## src/rtl/stack_mc_pkg.sv

```systemverilog
// Shared types for the multicycle stack-machine core: opcodes, FSM states
// and fault codes.
package stack_mc_pkg;

  typedef enum logic [2:0] {
    OP_ADD  = 3'b000,
    OP_SUB  = 3'b001,
    OP_AND  = 3'b010,
    OP_NOT  = 3'b011,
    OP_PUSH = 3'b100,
    OP_POP  = 3'b101,
    OP_JMP  = 3'b110,
    OP_JZ   = 3'b111
  } opcode_e;

  typedef enum logic [3:0] {
    ST_FETCH  = 4'd0,
    ST_DECODE = 4'd1,
    ST_POP_B  = 4'd2,
    ST_POP_A  = 4'd3,
    ST_EXEC   = 4'd4,
    ST_PUSH_R = 4'd5,
    ST_MEM_RD = 4'd6,
    ST_MEM_WR = 4'd7,
    ST_FAULT  = 4'd8
  } state_e;

  localparam logic [1:0] FAULT_NONE      = 2'b00;
  localparam logic [1:0] FAULT_OVERFLOW  = 2'b01;
  localparam logic [1:0] FAULT_UNDERFLOW = 2'b10;

endpackage

```

## src/rtl/stack_mc_lifo.sv

```systemverilog
// Operand LIFO for the stack core: DEPTH x DATA_W, one push or pop per cycle.
// Build option STACK_GUARD_EN: when defined, a push at full or a pop at empty
// is ignored; otherwise the pointer wraps and the occupancy count saturates.
module stack_mc_lifo
  import stack_mc_pkg::*;
#(
  parameter int DATA_W = 8,
  parameter int DEPTH  = 8
) (
  input  logic                   clk,
  input  logic                   rst,
  input  logic                   push,
  input  logic                   pop,
  input  logic [DATA_W-1:0]      push_data,
  output logic [DATA_W-1:0]      tos,
  output logic [DATA_W-1:0]      pop_data,
  output logic [$clog2(DEPTH):0] depth,
  output logic                   empty,
  output logic                   full
);

  localparam int PW = $clog2(DEPTH);

`ifdef STACK_GUARD_EN
  localparam bit GuardEn = 1'b1;
`else
  localparam bit GuardEn = 1'b0;
`endif

  logic [DATA_W-1:0] entries_q [DEPTH];
  logic [PW-1:0]     sp_q, sp_d;
  logic [PW:0]       depth_q, depth_d;
  logic              wr_en_s;
  logic [PW-1:0]     sp_top_s;

  // sp points at the next free slot; the top entry sits just below it.
  assign sp_top_s = sp_q - PW'(1);
  assign empty    = (depth_q == {(PW+1){1'b0}});
  assign full     = (depth_q == (PW+1)'(DEPTH));
  // Raw top slot: when empty this is whatever stale entry the pointer lands on.
  assign pop_data = entries_q[sp_top_s];
  assign tos      = empty ? {DATA_W{1'b0}} : pop_data;
  assign depth    = depth_q;

  // Pointer / occupancy update for a single push or pop.
  always_comb begin
    sp_d    = sp_q;
    depth_d = depth_q;
    wr_en_s = 1'b0;
    if (push && !(GuardEn && full)) begin
      wr_en_s = 1'b1;
      sp_d    = sp_q + PW'(1);
      depth_d = full ? depth_q : depth_q + (PW+1)'(1);
    end else if (pop && !(GuardEn && empty)) begin
      sp_d    = sp_q - PW'(1);
      depth_d = empty ? depth_q : depth_q - (PW+1)'(1);
    end else begin
      sp_d    = sp_q;
      depth_d = depth_q;
    end
  end

  // Pointer and occupancy registers.
  always_ff @(posedge clk) begin
    if (rst) begin
      sp_q    <= {PW{1'b0}};
      depth_q <= {(PW+1){1'b0}};
    end else begin
      sp_q    <= sp_d;
      depth_q <= depth_d;
    end
  end

  // Entry storage; contents are not cleared by reset.
  always_ff @(posedge clk) begin
    if (wr_en_s) begin
      entries_q[sp_q] <= push_data;
    end
  end

endmodule

```

## src/rtl/stack_mc_core.sv

```systemverilog
// Multicycle stack-machine core: fetches opc|addr instructions over a
// req/ready memory port and evaluates them on an internal LIFO.
// Build option STACK_GUARD_EN: when defined, stack overflow/underflow sets a
// sticky fault code and parks the FSM in FAULT until reset.
module stack_mc_core
  import stack_mc_pkg::*;
#(
  parameter int DATA_W      = 8,
  parameter int ADDR_W      = 5,
  parameter int OPC_W       = 3,
  parameter int STACK_DEPTH = 8
) (
  input  logic                           clk,
  input  logic                           rst,
  output logic [ADDR_W-1:0]              mem_addr,
  output logic [DATA_W-1:0]              mem_wdata,
  output logic                           mem_rd,
  output logic                           mem_wr,
  input  logic [DATA_W-1:0]              mem_rdata,
  input  logic                           mem_ready,
  output logic [ADDR_W-1:0]              pc,
  output logic [DATA_W-1:0]              tos,
  output logic [$clog2(STACK_DEPTH):0]   depth,
  output logic [1:0]                     fault
);

  if (DATA_W != OPC_W + ADDR_W) begin : g_bad_width
    $error("stack_mc_core: DATA_W must equal OPC_W + ADDR_W");
  end
  if (OPC_W != 3) begin : g_bad_opc
    $error("stack_mc_core: OPC_W must be 3");
  end
  if ((STACK_DEPTH < 2) || ((STACK_DEPTH & (STACK_DEPTH - 1)) != 0)) begin : g_bad_depth
    $error("stack_mc_core: STACK_DEPTH must be a power of two >= 2");
  end

`ifdef STACK_GUARD_EN
  localparam bit GuardEn = 1'b1;
`else
  localparam bit GuardEn = 1'b0;
`endif

  state_e            state_q, state_d;
  logic [ADDR_W-1:0] pc_q, pc_d;
  logic [DATA_W-1:0] ir_q, ir_d;
  logic [DATA_W-1:0] a_q, a_d;
  logic [DATA_W-1:0] b_q, b_d;
  logic [DATA_W-1:0] r_q, r_d;
  logic [1:0]        fault_q, fault_d;
  logic              mem_rd_q, mem_rd_d;
  logic              mem_wr_q, mem_wr_d;
  logic [ADDR_W-1:0] mem_addr_q, mem_addr_d;
  logic [DATA_W-1:0] mem_wdata_q, mem_wdata_d;

  opcode_e           opc_s;
  logic [ADDR_W-1:0] ir_addr_s;
  logic [DATA_W-1:0] alu_s;
  logic              push_s, pop_s;
  logic [DATA_W-1:0] push_data_s;
  logic [DATA_W-1:0] lifo_tos_s, lifo_pop_data_s;
  logic              lifo_empty_s, lifo_full_s;
  logic              rd_hs_s, wr_hs_s;

  assign opc_s     = opcode_e'(ir_q[DATA_W-1 -: OPC_W]);
  assign ir_addr_s = ir_q[ADDR_W-1:0];
  // A transfer happens only when our own request meets mem_ready.
  assign rd_hs_s   = mem_rd_q && mem_ready;
  assign wr_hs_s   = mem_wr_q && mem_ready;

  stack_mc_lifo #(
    .DATA_W (DATA_W),
    .DEPTH  (STACK_DEPTH)
  ) u_lifo (
    .clk       (clk),
    .rst       (rst),
    .push      (push_s),
    .pop       (pop_s),
    .push_data (push_data_s),
    .tos       (lifo_tos_s),
    .pop_data  (lifo_pop_data_s),
    .depth     (depth),
    .empty     (lifo_empty_s),
    .full      (lifo_full_s)
  );

  // ALU on the popped operands; A is the older entry, NOT ignores B.
  always_comb begin
    alu_s = a_q;
    case (opc_s)
      OP_ADD:  alu_s = a_q + b_q;
      OP_SUB:  alu_s = a_q - b_q;
      OP_AND:  alu_s = a_q & b_q;
      OP_NOT:  alu_s = ~a_q;
      default: alu_s = a_q;
    endcase
  end

  // FSM next state, datapath register updates and stack commands.
  always_comb begin
    state_d     = state_q;
    pc_d        = pc_q;
    ir_d        = ir_q;
    a_d         = a_q;
    b_d         = b_q;
    r_d         = r_q;
    fault_d     = fault_q;
    push_s      = 1'b0;
    pop_s       = 1'b0;
    push_data_s = r_q;
    case (state_q)
      ST_FETCH: begin
        if (rd_hs_s) begin
          ir_d    = mem_rdata;
          pc_d    = pc_q + ADDR_W'(1);
          state_d = ST_DECODE;
        end else begin
          state_d = ST_FETCH;
        end
      end
      ST_DECODE: begin
        case (opc_s)
          OP_ADD, OP_SUB, OP_AND: state_d = ST_POP_B;
          OP_NOT, OP_POP:         state_d = ST_POP_A;
          OP_PUSH:                state_d = ST_MEM_RD;
          OP_JMP: begin
            pc_d    = ir_addr_s;
            state_d = ST_FETCH;
          end
          OP_JZ: begin
            // Empty stack reads as tos == 0, so the branch is taken.
            if (lifo_tos_s == {DATA_W{1'b0}}) begin
              pc_d = ir_addr_s;
            end else begin
              pc_d = pc_q;
            end
            state_d = ST_FETCH;
          end
          default: state_d = ST_FETCH;
        endcase
      end
      ST_POP_B: begin
        if (GuardEn && lifo_empty_s) begin
          fault_d = FAULT_UNDERFLOW;
          state_d = ST_FAULT;
        end else begin
          b_d     = lifo_pop_data_s;
          pop_s   = 1'b1;
          state_d = ST_POP_A;
        end
      end
      ST_POP_A: begin
        if (GuardEn && lifo_empty_s) begin
          fault_d = FAULT_UNDERFLOW;
          state_d = ST_FAULT;
        end else begin
          a_d     = lifo_pop_data_s;
          pop_s   = 1'b1;
          state_d = (opc_s == OP_POP) ? ST_MEM_WR : ST_EXEC;
        end
      end
      ST_EXEC: begin
        r_d     = alu_s;
        state_d = ST_PUSH_R;
      end
      ST_PUSH_R: begin
        if (GuardEn && lifo_full_s) begin
          fault_d = FAULT_OVERFLOW;
          state_d = ST_FAULT;
        end else begin
          push_s  = 1'b1;
          state_d = ST_FETCH;
        end
      end
      ST_MEM_RD: begin
        if (rd_hs_s) begin
          if (GuardEn && lifo_full_s) begin
            fault_d = FAULT_OVERFLOW;
            state_d = ST_FAULT;
          end else begin
            push_s      = 1'b1;
            push_data_s = mem_rdata;
            state_d     = ST_FETCH;
          end
        end else begin
          state_d = ST_MEM_RD;
        end
      end
      ST_MEM_WR: begin
        if (wr_hs_s) begin
          state_d = ST_FETCH;
        end else begin
          state_d = ST_MEM_WR;
        end
      end
      ST_FAULT: state_d = ST_FAULT;
      default:  state_d = ST_FETCH;
    endcase
  end

  // Memory-port outputs are registered from the state being entered, so the
  // request is already up during the first cycle of FETCH/MEM_RD/MEM_WR.
  always_comb begin
    mem_rd_d = (state_d == ST_FETCH) || (state_d == ST_MEM_RD);
    mem_wr_d = (state_d == ST_MEM_WR);
    if (state_d == ST_FETCH) begin
      mem_addr_d = pc_d;
    end else if ((state_d == ST_MEM_RD) || (state_d == ST_MEM_WR)) begin
      mem_addr_d = ir_d[ADDR_W-1:0];
    end else begin
      mem_addr_d = mem_addr_q;
    end
    if (state_d == ST_MEM_WR) begin
      mem_wdata_d = a_d;
    end else begin
      mem_wdata_d = mem_wdata_q;
    end
  end

  // State, datapath and output registers with synchronous reset.
  always_ff @(posedge clk) begin
    if (rst) begin
      state_q     <= ST_FETCH;
      pc_q        <= {ADDR_W{1'b0}};
      ir_q        <= {DATA_W{1'b0}};
      a_q         <= {DATA_W{1'b0}};
      b_q         <= {DATA_W{1'b0}};
      r_q         <= {DATA_W{1'b0}};
      fault_q     <= FAULT_NONE;
      mem_rd_q    <= 1'b0;
      mem_wr_q    <= 1'b0;
      mem_addr_q  <= {ADDR_W{1'b0}};
      mem_wdata_q <= {DATA_W{1'b0}};
    end else begin
      state_q     <= state_d;
      pc_q        <= pc_d;
      ir_q        <= ir_d;
      a_q         <= a_d;
      b_q         <= b_d;
      r_q         <= r_d;
      fault_q     <= fault_d;
      mem_rd_q    <= mem_rd_d;
      mem_wr_q    <= mem_wr_d;
      mem_addr_q  <= mem_addr_d;
      mem_wdata_q <= mem_wdata_d;
    end
  end

  assign mem_rd    = mem_rd_q;
  assign mem_wr    = mem_wr_q;
  assign mem_addr  = mem_addr_q;
  assign mem_wdata = mem_wdata_q;
  assign pc        = pc_q;
  assign tos       = lifo_tos_s;
  assign fault     = fault_q;

endmodule

```

## config.mk

```make
export PLATFORM = sky130hd
export DESIGN_NAME = stack_mc_core
export DESIGN_NICKNAME = d
export VERILOG_FILES = /design/src/rtl/stack_mc_pkg.sv /design/src/rtl/stack_mc_lifo.sv /design/src/rtl/stack_mc_core.sv
export SDC_FILE = /design/constraint.sdc
export NUM_CORES = 1
export LEC_CHECK = 0
export ABC_CLOCK_PERIOD_IN_PS = 5810
export BUFFER_PORTS_ARGS = -buffer_cell sky130_fd_sc_hd__buf_2
export CORE_ASPECT_RATIO = 0.6
export CORE_MARGIN = 4
export CORE_UTILIZATION = 60
export CTS_CLUSTER_SIZE = 28
export DETAILED_ROUTE_END_ITERATION = 16
export HOLD_SLACK_MARGIN = 0.05
export MAX_ROUTING_LAYER = met4
export PLACE_DENSITY = 0.9
export RECOVER_POWER = 100
export SKIP_CTS_REPAIR_TIMING = 1
export SKIP_LAST_GASP = 1
export SYNTH_ARGS = -nofsm -noshare
export SYNTH_HDL_FRONTEND = slang
export SYNTH_SLANG_ARGS = --single-unit
```

## constraint.sdc

```tcl
create_clock -name clk -period 5.81 [get_ports clk]
set_input_delay 0.8715 -clock clk [delete_from_list [all_inputs] [get_ports clk]]
set_output_delay 0.8715 -clock clk [all_outputs]
set_load 0.02 [all_outputs]
```

==> results.toml <==
[worst_setup_path]
cp_data_arrival_time_ps = 3200
critical_path_required_ps = 4940
cp_max_fo = 25
crit_start = "u_lifo.sp_q[0]"
cp-start-kind = "flip-flop"
crit_path_end_kind = "output pin"
rr_startpoint = "u_lifo.sp_q[0]"
crit_type = "reg2out"

[drt]
num_vias = 4949
drc_errors = 0
wl_um = 16100
ant_nets = 0
drt_first_pass_iters = 5
via_per_inst = 6.48
drt-initial-drc-count = 588
detail_route.wl_per_cell_um = 21.1

[cts]
cts_tree = "built"
cts.sinks = 127
clock-root-buffer = "clkbuf_16"
cts.clk_slew.worst_paths_ps = 60
htreeDepth = 4
cts.path.max_buffers = 2
numCtsBuffers = 17
clk_latency_ps = 420

[finish]
area_growth_pct = 13.5
design_area_um2 = 7060
antenna_cells = 0
nFillCells = 699
fin_nets = 643
final_cells = 764
drive_above_1_share_pct = 10.8

[timing]
finalSetupTns_ps = 0
fmax_mhz = 246
slew_headroom_pct = -62.2
rsz0062_at_grt = "no"
hold_viol_final = 0
fin_crit_ps = 4070
fin_skew_ps = 7.31
worstMarginPinSlew_ps = 2430
drv_slew = 53
setup_violations = 0
fin_crit_sh_pct = 70.0

[power]
powerDensity_nw_per_um2 = 464
switching_power_w = 0.00119
power_leakage_nw = 2.55
power_w = 0.00327
vdd_drop_max_mv = 0.256
power.clock.fraction_pct = 32.7
p_sw_share_pct = 36.3
intPower_w = 0.00208
seq_power_share_pct = 33.3
combinationalPowerShare_pct = 34.1

[floorplan]
start_util_pct = 62.3
die_w_um = 139
io_pins = 45
coreArea_um2 = 9980
chipHeight_um = 86.9
fp.dieArea_um2 = 12100
rows = 28

[grt]
track_usage_pct = 28.3
grt-ovfl-total = 0
grt_pass1_vias = 4713
grt_start_max_net_pins = 53
grt_pass1_wl_um = 25500
antenna_found_initial = 0

[outcome]
outcome = "finished with violations"
violations = "max-capacitance violations, max-slew violations"

[min_path]
hold_class = "reg2reg"
hold_start = "mem_addr[1]"

[place]
port_buffers = 42
place.gp.congestion = 0.944
hpwl_um = 11600
dpl_cell_area_um2 = 6530
placed_cells = 732

[logic_synthesis]
yosys_warnings = 0
ys_async_sr_fraction_pct = 0
synthDistinctLibCells = 61
synthFlopType = "edfxtp_1"
synth_seq_area_share_pct = 51.2
synth_cells = 578
syn_area_um2 = 6220
synthDominantCellAreaShare_pct = 30.9
postSynthAreaPerCell_um2 = 10.8
yosys.area.top_type = "edfxtp_1"
synth_area_leaders = "edfxtp_1, dfxtp_1, mux4_2"
synth_seq_cells = 127
synth-edff-count = 64

[flow_run]
cap_violations = 1
[layout by cell type, fill, tap and decap left out, types with 14 or more instances in the layout]
| master | synthesis | layout |
|---|---|---|
| nor2_1 | 82 | 82 |
| edfxtp_1 | 64 | 64 |
| dfxtp_1 | 63 | 63 |
| a21oi_1 | 40 | 40 |
| clkbuf_1 | 24 | 34 |
| nand2_1 | 28 | 28 |
| mux2i_1 | 25 | 25 |
| inv_1 | 21 | 21 |
| nor3_1 | 20 | 20 |
| a211oi_1 | 16 | 17 |
| clkbuf_16 | 0 | 17 |
| o21ai_0 | 15 | 15 |
| mux4_2 | 14 | 14 |
| ha_1 | 14 | 14 |
[state kept, by name, summed over array words and instances, names as in the netlist, 3 cells and up]
name / count
state_q: 4
mem_addr: 5
pc: 5
a_q: 8
u_lifo.depth: 4
u_lifo.entries_q: 64
r_q: 8
u_lifo.sp_q: 3
b_q: 8
ir_q: 8
mem_wdata: 8
[worst max-delay path: stages, from the launching register on]
cell      delay, ps
dfxtp_1         330
clkinv_1        220
ha_1            970
mux4_2          440
mux2i_1         500
nor2_1          110
clkbuf_1        200
[power groups by stage]
stage	clock network [W]	logic, W	registers, W
floorplan	0	0.000875	0.00108
global placement	0	0.00105	0.00110
detailed placement	0	0.00110	0.00110
CTS	0.00107	0.00111	0.00109
global route	0.00111	0.00122	0.00110
finish	0.00107	0.00111	0.00109
[synthesized netlist by cell type (4+ instances only)]
library cell  instances
a211oi_1             16
and2_1               13
or3_1                 5
clkbuf_1             24
nor3_1               20
inv_1                21
nand4_1               4
nand3_1               6
mux4_2               14
ha_1                 14
nor2b_1               8
mux2_2               11
nor2_1               82
xor2_1                9
nor4_1                7
edfxtp_1             64
a31oi_1               7
o21ai_0              15
dfxtp_1              63
mux2i_1              25
nand2_1              28
o221ai_1              5
nand2b_1              7
a21oi_1              40
xnor2_1              11
[stage by stage]
stage / utilization, % / hold WS, ps / setup slack (ps)
2_1_floorplan: - / 465 / 1900
3_3_place_gp: 65.4 / 437 / 2290
3_5_place_dp: 65.4 / 438 / 2120
4_1_cts: 71.3 / 453 / 1890
5_1_grt: 70.7 / 460 / 1630
6_report: 70.7 / 451 / 1740
[area by class of cell]
class	instances	area (um^2)	share of cell area, %
Clock buffer	17	425	6.03
Tap cell	135	169	2.39
Multi-Input combinational cell	398	2810	39.8
Inverter	22	82.6	1.17
Timing Repair Buffer	50	223	3.15
Sequential cell	127	3180	45.1
Clock inverter	15	168	2.37
[layer usage]
metal | wire [um] | vias up | GRT usage (%)
li1 | - | 2209 | -
met1 | 7180 | 2390 | 40.5
met2 | 6860 | 316 | 39.5
met3 | 1770 | 34 | 7.13
met4 | 285 | 0 | 9.86
met5 | 0 | - | -
[kinds of logic after synthesis]
group	after synthesis	share of synthesized area [%]
and+or+nand+nor	195	15.0
DFF	127	51.2
AOI/OAI and AO/OA	113	12.1
other	1	0.0603
adders and majority gates	16	3.46
xor gates and xnor gates	20	2.82
buffers and inverters	54	3.54
muxes	52	11.9
[final timing paths]
path | cells after the start | slack, ps | end
worst max register to register | 9 | 1820 | mem_addr[3]
worst min-delay path | 2 | 450 | mem_addr[1]
worst max-delay path | 6 | 1740 | tos[2]
worst min register to register | 2 | 450 | mem_addr[1]
(Power assumes the default switching activity.)
